`config.mk`:
```
export PLATFORM = sky130hd
export DESIGN_NAME = updown_mod_counter
export DESIGN_NICKNAME = d
export VERILOG_FILES = /design/src/rtl/counter_pkg.sv /design/src/rtl/clk_prescaler.sv /design/src/rtl/updown_mod_counter.sv
export SDC_FILE = /design/constraint.sdc
export NUM_CORES = 1
export LEC_CHECK = 0
export CAP_MARGIN = 20
export CORE_UTILIZATION = 55
export CTS_CLUSTER_SIZE = 10
export DETAILED_ROUTE_END_ITERATION = 8
export PLACE_DENSITY = 0.83
export SLEW_MARGIN = 10
export SYNTH_ARGS = -nofsm -noshare
export SYNTH_HDL_FRONTEND = slang
export SYNTH_HIERARCHICAL = 1
export SYNTH_SLANG_ARGS = --single-unit
```
`constraint.sdc`:
```
create_clock -name clk -period 2.4 [get_ports clk]
set_input_delay 0.6 -clock clk [delete_from_list [all_inputs] [get_ports clk]]
set_output_delay 0.6 -clock clk [all_outputs]
set_load 0.005 [all_outputs]
```
`src/rtl/counter_pkg.sv`:
```
`default_nettype none
// ============================================================================
//  Module      : counter_pkg
//  Description : Shared direction and boundary-mode constants for counters.
//  Revision    : 1.0 - initial release
// ============================================================================
package counter_pkg;

  // Direction encoding on up_dn
  localparam logic DIR_UP   = 1'b1;
  localparam logic DIR_DOWN = 1'b0;

  // Boundary behaviour selected by SATURATE
  localparam int MODE_WRAP = 0;
  localparam int MODE_SAT  = 1;

endpackage : counter_pkg
`default_nettype wire

```
`src/rtl/clk_prescaler.sv`:
```
`default_nettype none
// ============================================================================
//  Module      : clk_prescaler
//  Description : Enable-gated cycle divider; emits a one-cycle tick every
//                PRESCALE enabled cycles. tick is a qualified enable, never
//                a clock.
//  Revision    : 1.0 - initial release
// ============================================================================
module clk_prescaler #(
  parameter int PRESCALE = 1
) (
  input  logic clk,
  input  logic reset_n,
  input  logic en,
  input  logic clr,
  output logic tick
);

  localparam logic [15:0] c_last = 16'(PRESCALE - 1);

  logic [15:0] r_cnt;

  // Tick on the last enabled cycle of the interval; en=0 freezes the phase
  assign tick = en && (r_cnt == c_last);

  // Interval counter: cleared by reset or clr, advances only while enabled
  always_ff @(posedge clk or negedge reset_n) begin
    if (!reset_n) begin
      r_cnt <= '0;
    end else if (clr) begin
      r_cnt <= '0;
    end else if (en) begin
      if (tick) r_cnt <= '0;
      else      r_cnt <= r_cnt + 16'd1;
    end
  end

endmodule : clk_prescaler
`default_nettype wire

```
`src/rtl/updown_mod_counter.sv`:
```
`default_nettype none
// ============================================================================
//  Module      : updown_mod_counter
//  Description : Up/down modulo-N counter with prescaler, clear, clamped
//                parallel load, wrap or saturate boundary handling, a
//                terminal-count pulse and a sticky boundary flag.
//  Revision    : 1.0 - initial release
// ============================================================================
module updown_mod_counter
  import counter_pkg::*;
#(
  parameter int              WIDTH    = 8,
  parameter longint unsigned MODULUS  = 64'd1 << WIDTH,
  parameter int              PRESCALE = 1,
  parameter int              SATURATE = 0
) (
  input  logic             clk,
  input  logic             reset_n,
  input  logic             en,
  input  logic             up_dn,
  input  logic             clr,
  input  logic             load,
  input  logic [WIDTH-1:0] load_val,
  output logic [WIDTH-1:0] Q,
  output logic             tc,
  output logic             ovf
);

  localparam logic [WIDTH-1:0] c_max = WIDTH'(MODULUS - 64'd1);
  localparam bit               c_sat = (SATURATE == MODE_SAT);

  logic [WIDTH-1:0] r_q;
  logic             r_tc;
  logic             r_ovf;

  logic             w_tick;
  logic             w_at_end;
  logic [WIDTH-1:0] w_load_q;
  logic [WIDTH-1:0] w_step_q;

  // A load restarts the step interval just like a clear does
  clk_prescaler #(
    .PRESCALE (PRESCALE)
  ) u_prescaler (
    .clk     (clk),
    .reset_n (reset_n),
    .en      (en),
    .clr     (clr | load),
    .tick    (w_tick)
  );

  // Step target: range-end handling, load clamping and boundary detection
  always_comb begin
    w_at_end = (up_dn == DIR_UP) ? (r_q == c_max) : (r_q == '0);
    w_load_q = (64'(load_val) >= MODULUS) ? c_max : load_val;
    w_step_q = r_q;
    if (w_at_end) begin
      if (!c_sat) w_step_q = (up_dn == DIR_DOWN) ? c_max : '0;
    end else begin
      w_step_q = (up_dn == DIR_UP) ? (r_q + 1'b1) : (r_q - 1'b1);
    end
  end

  // State update with priority clr > load > step > hold
  always_ff @(posedge clk or negedge reset_n) begin
    if (!reset_n) begin
      r_q   <= '0;
      r_tc  <= 1'b0;
      r_ovf <= 1'b0;
    end else if (clr) begin
      r_q   <= '0;
      r_tc  <= 1'b0;
      r_ovf <= 1'b0;
    end else if (load) begin
      r_q   <= w_load_q;
      r_tc  <= 1'b0;
    end else if (w_tick) begin
      r_q   <= w_step_q;
      r_tc  <= w_at_end;
      r_ovf <= r_ovf | w_at_end;
    end else begin
      r_tc  <= 1'b0;
    end
  end

  assign Q   = r_q;
  assign tc  = r_tc;
  assign ovf = r_ovf;

endmodule : updown_mod_counter
`default_nettype wire
```
* After elaboration in Yosys (flattened, before gate mapping)
Index checks and enable logic that the tools add are counted.
** Cells by class
- Add/sub/neg operators :: 3
- Equality and inequality tests :: 2
- Muxes and demuxes :: 16
- Bitwise operators :: 2
- Reductions and logical operators :: 7
** Operators with widths (count)
- two-way mux 16 bit :: 3
- two-way mux 8 bit :: 6
- adder 16 x 1 -> 16 bit, second input constant :: 1
- logical NOT 16 bit :: 1
- adder 8 x 1 -> 8 bit, second input constant :: 1
- equality test 8 bit, second input constant :: 1
- logical NOT 8 bit :: 1
- subtractor 8 x 1 -> 8 bit, second input constant :: 1
- two-way mux 1 bit :: 7
- nonzero test 2 bit :: 2
- nonzero test 3 bit :: 1
- inequality test 2 bit, second input constant :: 1
- bitwise OR 1 bit :: 2
- AND reduction 2 bit :: 1
- logical AND 1 bit :: 1
** Storage, ports and cells
- Register bits after elaboration :: 26
- Input port bits :: 14
- Output and inout port bits :: 10
- Logic and storage cells :: 34

* Logic depth before layout (Yosys ltp)
Gate-level depths: netlist (run 1).
- Depth after elaboration :: 6
- Depth in mapped cells :: 10
- Gate-level depth less buffers :: 10

* Cells and area by module
The synthesis (run 1) kept the hierarchy.
** By module, submodules not included
- clk_prescaler :: times used 1, cells each 98, area an instance 948.4 um2, sequential area each 400.4 um2
- updown_mod_counter :: times used 1, cells each 107, area an instance 872.1 um2, sequential area each 250.2 um2

* Worst setup path after synthesis (run 1)
Ideal clock, no wire load.
- Path type :: input port to flip-flop
- Start point :: input port up_dn
- End point :: register r_q[6], in the netlist Q[6]
- Setup time :: 138 ps
- Arrival time :: 1924 ps
- Required time :: 2262 ps
- Setup slack :: 339 ps
- Stages on the path :: 7
- Path buffers :: 0
- Cell sequence :: inv_1 > ha_1 > nor2b_1 > o31a_1 > o21ai_0 > a2111oi_0 > nor3_2
** On the way
- Word-level cells in the longest chain between the ends :: 5
** RTL lines
- start: declaration :: RTL line updown_mod_counter.sv:20 : input logic up_dn,
- two-way mux 8 bit, or another cell as far along :: RTL line updown_mod_counter.sv:60 : w_step_q = (up_dn == DIR_UP) ? (r_q + 1'b1) : (r_q - 1'b1);
- two-way mux 8 bit * :: RTL line updown_mod_counter.sv:57 : if (w_at_end) begin
- two-way mux 8 bit * :: RTL line updown_mod_counter.sv:77 : end else if (w_tick) begin
- two-way mux 8 bit * :: RTL line updown_mod_counter.sv:74 : end else if (load) begin
- two-way mux 8 bit * :: RTL line updown_mod_counter.sv:70 : end else if (clr) begin
- end signal: assignment :: RTL line updown_mod_counter.sv:75 : r_q <= w_load_q;
- end signal: assignment :: RTL line updown_mod_counter.sv:78 : r_q <= w_step_q;
- end: declaration :: RTL line updown_mod_counter.sv:32 : logic [WIDTH-1:0] r_q;
Mark *: on every way between the ends. The rest lies on a longest branch, timed or not. The select of a mux whose other input is x is not followed.
A chain may end at the register's enable or synchronous reset.

* Worst setup path after layout (run 1)
- Start point :: input port up_dn
- End point :: register r_q[7], in the netlist Q[7]
The elaborated chain is that of the path after synthesis.

==> summary.txt, run 1 <==
Power and ir drop
  • Switching power: 0.342 mW
  • Peak supply drop: 0.287 mV
  • Lkg Pwr: 0.981 nW
  • Power per cell area: 474 nW/um^2
  • P_int: 0.750 mW
  • Switching Fraction: 31.3%
  • Clock power share: 20.7%
  • Sequential Power Share: 45.6%
  • Comb pwr share: 33.7%
  • Total power: 1.09 mW

Floorplan
  • Die area: 3540 sq um
  • Ports: 24
  • Core Region: 3100 sq um
  • Row cnt: 20
  • Starting density of the core: 58.7%
  • DIE HEIGHT: 59.5 um
  • Die X: 59.5 um

Worst setup path
  • Crit path to: Q[7]
  • Crit path cell chain: clkdlybuf4s50_1 > inv_2 > ha_1 > buf_4 > o21ai_0 > nor2_1 > a41oi_1 > xnor2_1 > a21oi_1
  • Critical path launch point: up_dn
  • R2R cell count: 10
  • Buf/Inv on CP: 3
  • Critical path's top delay family: buffers and inverters
  • Critical Path RT: 2.63 ns
  • CP Launch Type: input pin
  • CP max FO: 5
  • Reg-to-Reg Start: u_prescaler/r_cnt[0]
  • Levels on crit path: 9
  • Flop-to-flop setup slack: 0.24 ns
  • Crit-path max cell delay: 0.54 ns
  • Crit Path Category: input pin to flop
  • Slowest stage cell on the critical path: clkdlybuf4s50_1
  • Critical Path End Type: flop
  • R2R Path End: Q[6]
  • Data arrival, critical path: 2.48 ns

Route
  • TritonRoute pass-1 iters: 4
  • DR WL/cell: 15.1 um
  • Routed Antenna Nets: 0
  • DR vias: 1750
  • Total wire length: 4470 um
  • Iter 0 DRT Violations: 116
  • Vias/cell: 5.93
  • DRC viols: 0

Timing
  • Fmax: 443 MHz
  • Max Slew Vio Count: 0
  • Clock skew: 0.00795 ns
  • Measured slew at the worst slew-check pin: 0.524 ns
  • Worst hold slack: 0.533 ns
  • Setup WS post-layout: 0.143 ns
  • Slew margin rel.: 64.7%
  • Tcrit/Tclk final: 94.0%
  • RSZ-0062 raised after global routing: false
  • Tmin final: 2.26 ns
  • Final setup TNS: 0 ns
  • Final setup viols: 0
  • Final hold vios: 0

Clock network
  • H-tree depth: 1
  • Clock Tree Buf Depth: 2
  • TritonCTS clock tree: yes
  • CTS Hold Bufs: 0
  • Num CTS Buffers: 3
  • Clk_lat worst skew: 0.33 ns
  • Worst-path clk slew: 0.15 ns
  • Clock sink count: 26
  • Clk Tree Root Cell: clkbuf_4

GRT
  • Grt ovf: 0
  • Grt peak-use layer: met2
  • Met3 GRT Util: 3.71%
  • Met1 usage: 41.9%
  • Largest net degree at the start of global routing: 27
  • First-pass GRT wire length: 7750 um
  • Vias in the first global route: 1717
  • Grt met2 use: 46.1%
  • GRT Resource Usage Total: 29.3%
  • Initial antenna violation count: 0

Outcome
  • Status: completed

Synth
  • Area leader, netlist: dfrtp_1
  • Avg Inst Size Synth: 8.88 sq um
  • Ranking of synthesized cells by area: dfrtp_1 36%, ha_1 5.5%, nor2_1 5.4%
  • Top_reg_cell synth: dfrtp_1
  • Most frequent cells after synthesis: 26 x dfrtp_1, 26 x nor2_1, 18 x a21oi_1
  • Sequential fraction of the synthesis area: 35.7%
  • Cell area after synthesis: 1820 sq um
  • Synth top area share: 35.7%
  • Number of synthesized register bits: 26
  • Post-synth ARST share: 100%
  • Mapped Cells: 205
  • Mapped Nets: 228
  • Ys Warns: 6
  • Synth cell types: 53
  • Number of enable flip-flop cells after synthesis: 0

Place
  • Dpl cell area: 2260 sq um
  • PortBufs: 23
  • Cells after DPL: 291
  • Dpl hpwl: 3290 um
  • Worst slack, placed: -0.318 ns
  • Routability cong.: 0.866

Worst hold path
  • Worst min-delay path class: flop to flop

Flow run
  • Max-Cap Viols: 0

Layout
  • Post-route non-filler standard cell count: 295
  • Synthesis-to-finish area growth: 26.5%
  • Final net count: 275
  • Layout cell share with drive strength beyond 1: 17.9%
  • Number of diodes: 0
  • Post-Route Utilization: 74.2%
  • Final instance area: 2300 sq um
  • Filler cells: 245
final cells by class:
class                      count  area, sq um  share of cell area, %
timing repair buffer          48          418                   18.2
inverter                      12         45.0                   1.96
multi-input combinational    161         1100                   47.7
clock buffer                   4         36.3                   1.58
sequential                    26          651                   28.3
tap                           44         55.1                   2.39
worst min-delay path by stage:
| stage | from | endpoint | slack [ns] | depth (start not counted) |
|---|---|---|---|---|
| finish | ovf | ovf | 0.53 | 2 |
| global route | ovf | ovf | 0.56 | 2 |
| CTS | ovf | ovf | 0.54 | 2 |
| detailed placement | ovf | ovf | 0.49 | 2 |
| global placement | ovf | ovf | 0.50 | 2 |
| floorplan | reset_n | Q[0] | 0.30 | 0 |
worst min-delay path: stages (launching register included):
cell,delay (ns)
dfrtp_1,0.38
a21oi_1,0.04
nor2_1,0.08
power by group through the flow:
| stage | logic [mW] | clock network (mW) | registers (mW) |
|---|---|---|---|
| after floorplan | 0.189 | 0 | 0.496 |
| after global placement | 0.349 | 0 | 0.503 |
| after detailed placement | 0.358 | 0 | 0.504 |
| after CTS | 0.362 | 0.234 | 0.496 |
| after global routing | 0.410 | 0.251 | 0.502 |
| final | 0.368 | 0.227 | 0.498 |
state kept, by name, summed over array words and instances (netlist names):
signal             flops
u_prescaler/r_cnt     16
Q                      8
ovf                    1
tc                     1
layer usage:
metal	part of all wire [%]	vias up
met1	49	855
met5	0	-
met3	4.6	5
met4	0.96	0
li1	-	839
met2	46	51
timing repair:
action                     4_1_cts  5_1_grt
buffers inserted                 0        0
setup endpoints to repair        0        2
resized for setup                0        3
layout by cell type, fill, tap and decap left out, drive strengths merged, types with 5 or more instances in the layout:
cell type	instances
nor3	5
nor4	5
nand2b	7
clkdlybuf4s50	23
xor2	6
xnor2	7
ha	8
o21ai	7
a21oi	18
nand3	7
nand2	12
inv	12
dfrtp	26
nor2	26
nand4	8
buf	25
cells by family (layout without fill, tap and decap cells):
logic type / after synthesis / count (layout) / share of synthesized area, %
buffers and inverters: 18 / 64 / 4.33
AO/OA/AOI/OAI: 49 / 49 / 18.1
XOR/XNOR: 13 / 13 / 6.25
multiplexers: 2 / 2 / 1.17
flip-flops: 26 / 26 / 35.7
adder cells (fa/ha/maj): 9 / 9 / 6.60
AND/OR/NAND/NOR: 88 / 88 / 27.8
Power figures use the tool's default switching activity.
==> run 2, diff against run 1 <==
--- a/config.mk
+++ b/config.mk
@@ -12,3 +12,2 @@
 export PLACE_DENSITY = 0.83
-export SLEW_MARGIN = 10
 export SYNTH_ARGS = -nofsm -noshare
==> constraint.sdc (replaced) <==
create_clock -name clk -period 2.2 [get_ports clk]
set_input_delay 0.44 -clock clk [delete_from_list [all_inputs] [get_ports clk]]
set_output_delay 0.44 -clock clk [all_outputs]
set_load 0.005 [all_outputs]
==> summary.txt, run 2 (synthesized netlist as in run 1, its figures left out) <==
Outcome
  • Status: completed (unchanged)

Layout
  • Post-route non-filler standard cell count: 305 (was 295)
  • Commonest non-fill, non-tap cell in the layout: buf_4
  • Most flop-heavy register: u_prescaler/r_cnt (unchanged)
  • Synthesis-to-finish area growth: 32.2% (was 26.5%)
  • Layout cell share with drive strength beyond 1: 21.1% (was 17.9%)
  • Filler cells: 235 (was 245)
  • Number of diodes: 0 (unchanged)
  • Final net count: 285 (was 275)
  • Final instance area: 2410 sq um (was 2300 sq um)
  • Max FFs per register: 16 (unchanged)
  • Most frequent cells in the layout: 35 x buf_4, 26 x dfrtp_1, 26 x nor2_1, 23 x clkdlybuf4s50_1, 17 x a21oi_1 (was 26 x dfrtp_1, 26 x nor2_1, 25 x buf_4, 23 x clkdlybuf4s50_1, 18 x a21oi_1)

Timing
  • Final hold vios: 0 (unchanged)
  • RSZ-0062 raised after global routing: false (unchanged)
  • Clock skew: 0.00715 ns (was 0.00795 ns)
  • Measured slew at the worst slew-check pin: 0.390 ns (was 0.524 ns)
  • Tcrit/Tclk final: 96.8%
  • Tmin final: 2.13 ns
  • Max Slew Vio Count: 0 (unchanged)
  • Slew margin rel.: 73.9% (was 64.7%)
  • Final setup viols: 0 (unchanged)
  • Fmax: 469 MHz

Clock network
  • Worst-path clk slew: 0.15 ns (about the same)
  • Clk_lat worst skew: 0.34 ns (was 0.33 ns)
  • Clock Tree Buf Depth: 2 (unchanged)
  • Num CTS Buffers: 3 (unchanged)
  • Post-CTS setup buffers: 0 (unchanged)
  • Clk Tree Root Cell: clkbuf_4 (unchanged)
  • H-tree depth: 1 (unchanged)
  • TritonCTS clock tree: yes (unchanged)
  • Clock sink count: 26 (unchanged)

Place
  • Dpl hpwl: 3460 um (was 3290 um)
  • PortBufs: 23 (unchanged)
  • Routability cong.: 0.895 (was 0.866)
  • Cells after DPL: 301 (was 291)
  • Dpl cell area: 2330 sq um (was 2260 sq um)

Route
  • DRC viols: 0 (unchanged)
  • DR WL/cell: 15.1 um (about the same)
  • Iter 0 DRT Violations: 113 (was 116)
  • Total wire length: 4610 um (was 4470 um)
  • TritonRoute pass-1 iters: 4 (unchanged)
  • Routed Antenna Nets: 0 (unchanged)
  • DR vias: 1783 (was 1750)
  • Vias/cell: 5.85 (was 5.93)

Flow run
  • Max-Cap Viols: 0 (unchanged)

Floorplan
  • Core Region: 3100 sq um (unchanged)
  • Row cnt: 20 (unchanged)
  • Ports: 24 (unchanged)
  • Starting density of the core: 58.7% (unchanged)
  • DIE HEIGHT: 59.5 um (unchanged)
  • Die area: 3540 sq um (unchanged)
  • Die X: 59.5 um (unchanged)

GRT
  • Largest net degree at the start of global routing: 27 (unchanged)
  • Vias in the first global route: 1738 (was 1717)
  • GRT Resource Usage Total: 29.6% (was 29.3%)
  • Initial antenna violation count: 0 (unchanged)
  • Grt ovf: 0 (unchanged)
  • First-pass GRT wire length: 7910 um (was 7750 um)

Worst setup path
  • CP Launch Type: input pin (unchanged)
  • Critical Path End Type: flop (unchanged)
  • Data arrival, critical path: 2.36 ns (was 2.48 ns)
  • Crit Path Category: input pin to flop (unchanged)
  • Critical Path RT: 2.43 ns (was 2.63 ns)
  • CP max FO: 5 (unchanged)

Power and ir drop
  • Lkg Pwr: 1.05 nW (was 0.981 nW)
  • Total power: 1.30 mW (was 1.09 mW)
  • Peak supply drop: 0.390 mV (was 0.287 mV)
  • Power per cell area: 538 nW/um^2 (was 474 nW/um^2)

Worst hold path
  • Worst min-delay path class: input pin to async pin (was flop to flop)
==> run 2: changes by cell type in the layout (fill, tap and decap cells not counted), sizes merged <==
cell / delta
clkbuf: -1
buf: +10
bufinv: +1
==> run 2: timing repair <==
| action | 4_1_cts | 5_1_grt |
|---|---|---|
| setup endpoints to repair | 1 | 2 |
| resized for setup | 2 | 2 |
| pin swaps | 0 | 2 |
| hold buffers | 0 | 0 |
==> run 2: worst max-delay path, stage by stage <==
cell,delay (ns)
clkdlybuf4s50_1,0.51
inv_1,0.11
ha_1,0.31
nor2b_1,0.17
o31a_1,0.25
o21ai_0,0.26
and4b_1,0.26
nor3_2,0.04
==> run 2: metal layers <==
layer,GRT usage [%],vias up,part of all wire [%]
li1,-,860,-
met1,41.5,835,47
met2,46.1,80,45
met3,4.80,8,6.2
met4,11.0,0,1.5
met5,0,-,0
==> run 2: power breakdown <==
part / switching (mW) / internal (mW) / leakage (nW) / total (mW)
logic: 0.191 / 0.225 / 0.672 / 0.417
clock network: 0.154 / 0.185 / 0.0279 / 0.339
registers: 0.0385 / 0.502 / 0.353 / 0.540
==> run 2: through the flow <==
step	utilization [%]	TNS, ns	worst slack [ns]	hold slack [ns]
after floorplan	-	0	0.200	0.144
after global placement	75.2	-0.743	-0.246	0.495
after detailed placement	75.2	-1.20	-0.433	0.497
after CTS	77.1	0	0.0677	0.441
after global routing	77.5	0	0.00195	0.459
final	77.5	0	0.0699	0.441
==> run 2: final cells by class <==
cell class / instances / area [sq um] / area share, %
Clock buffer: 3 / 22.5 / 0.936
Timing Repair Buffer: 58 / 493 / 20.5
Sequential cell: 26 / 651 / 27.0
Multi-Input combinational cell: 161 / 1110 / 46.1
Tap cell: 44 / 55.1 / 2.29
Inverter: 12 / 45.0 / 1.87
Clock inverter: 1 / 30.0 / 1.25
==> run 2: worst paths after layout <==
check	startpoint	end	slack (ns)	cells after the start
min in group clk	ovf	ovf	0.55	2
max reg2reg	Q[1]	Q[6]	0.15	7
max in group asynchronous	reset_n	Q[6]	1.51	2
min	reset_n	u_prescaler/r_cnt[0]	0.44	2
min reg2reg	ovf	ovf	0.55	2
max	up_dn	Q[6]	0.07	8
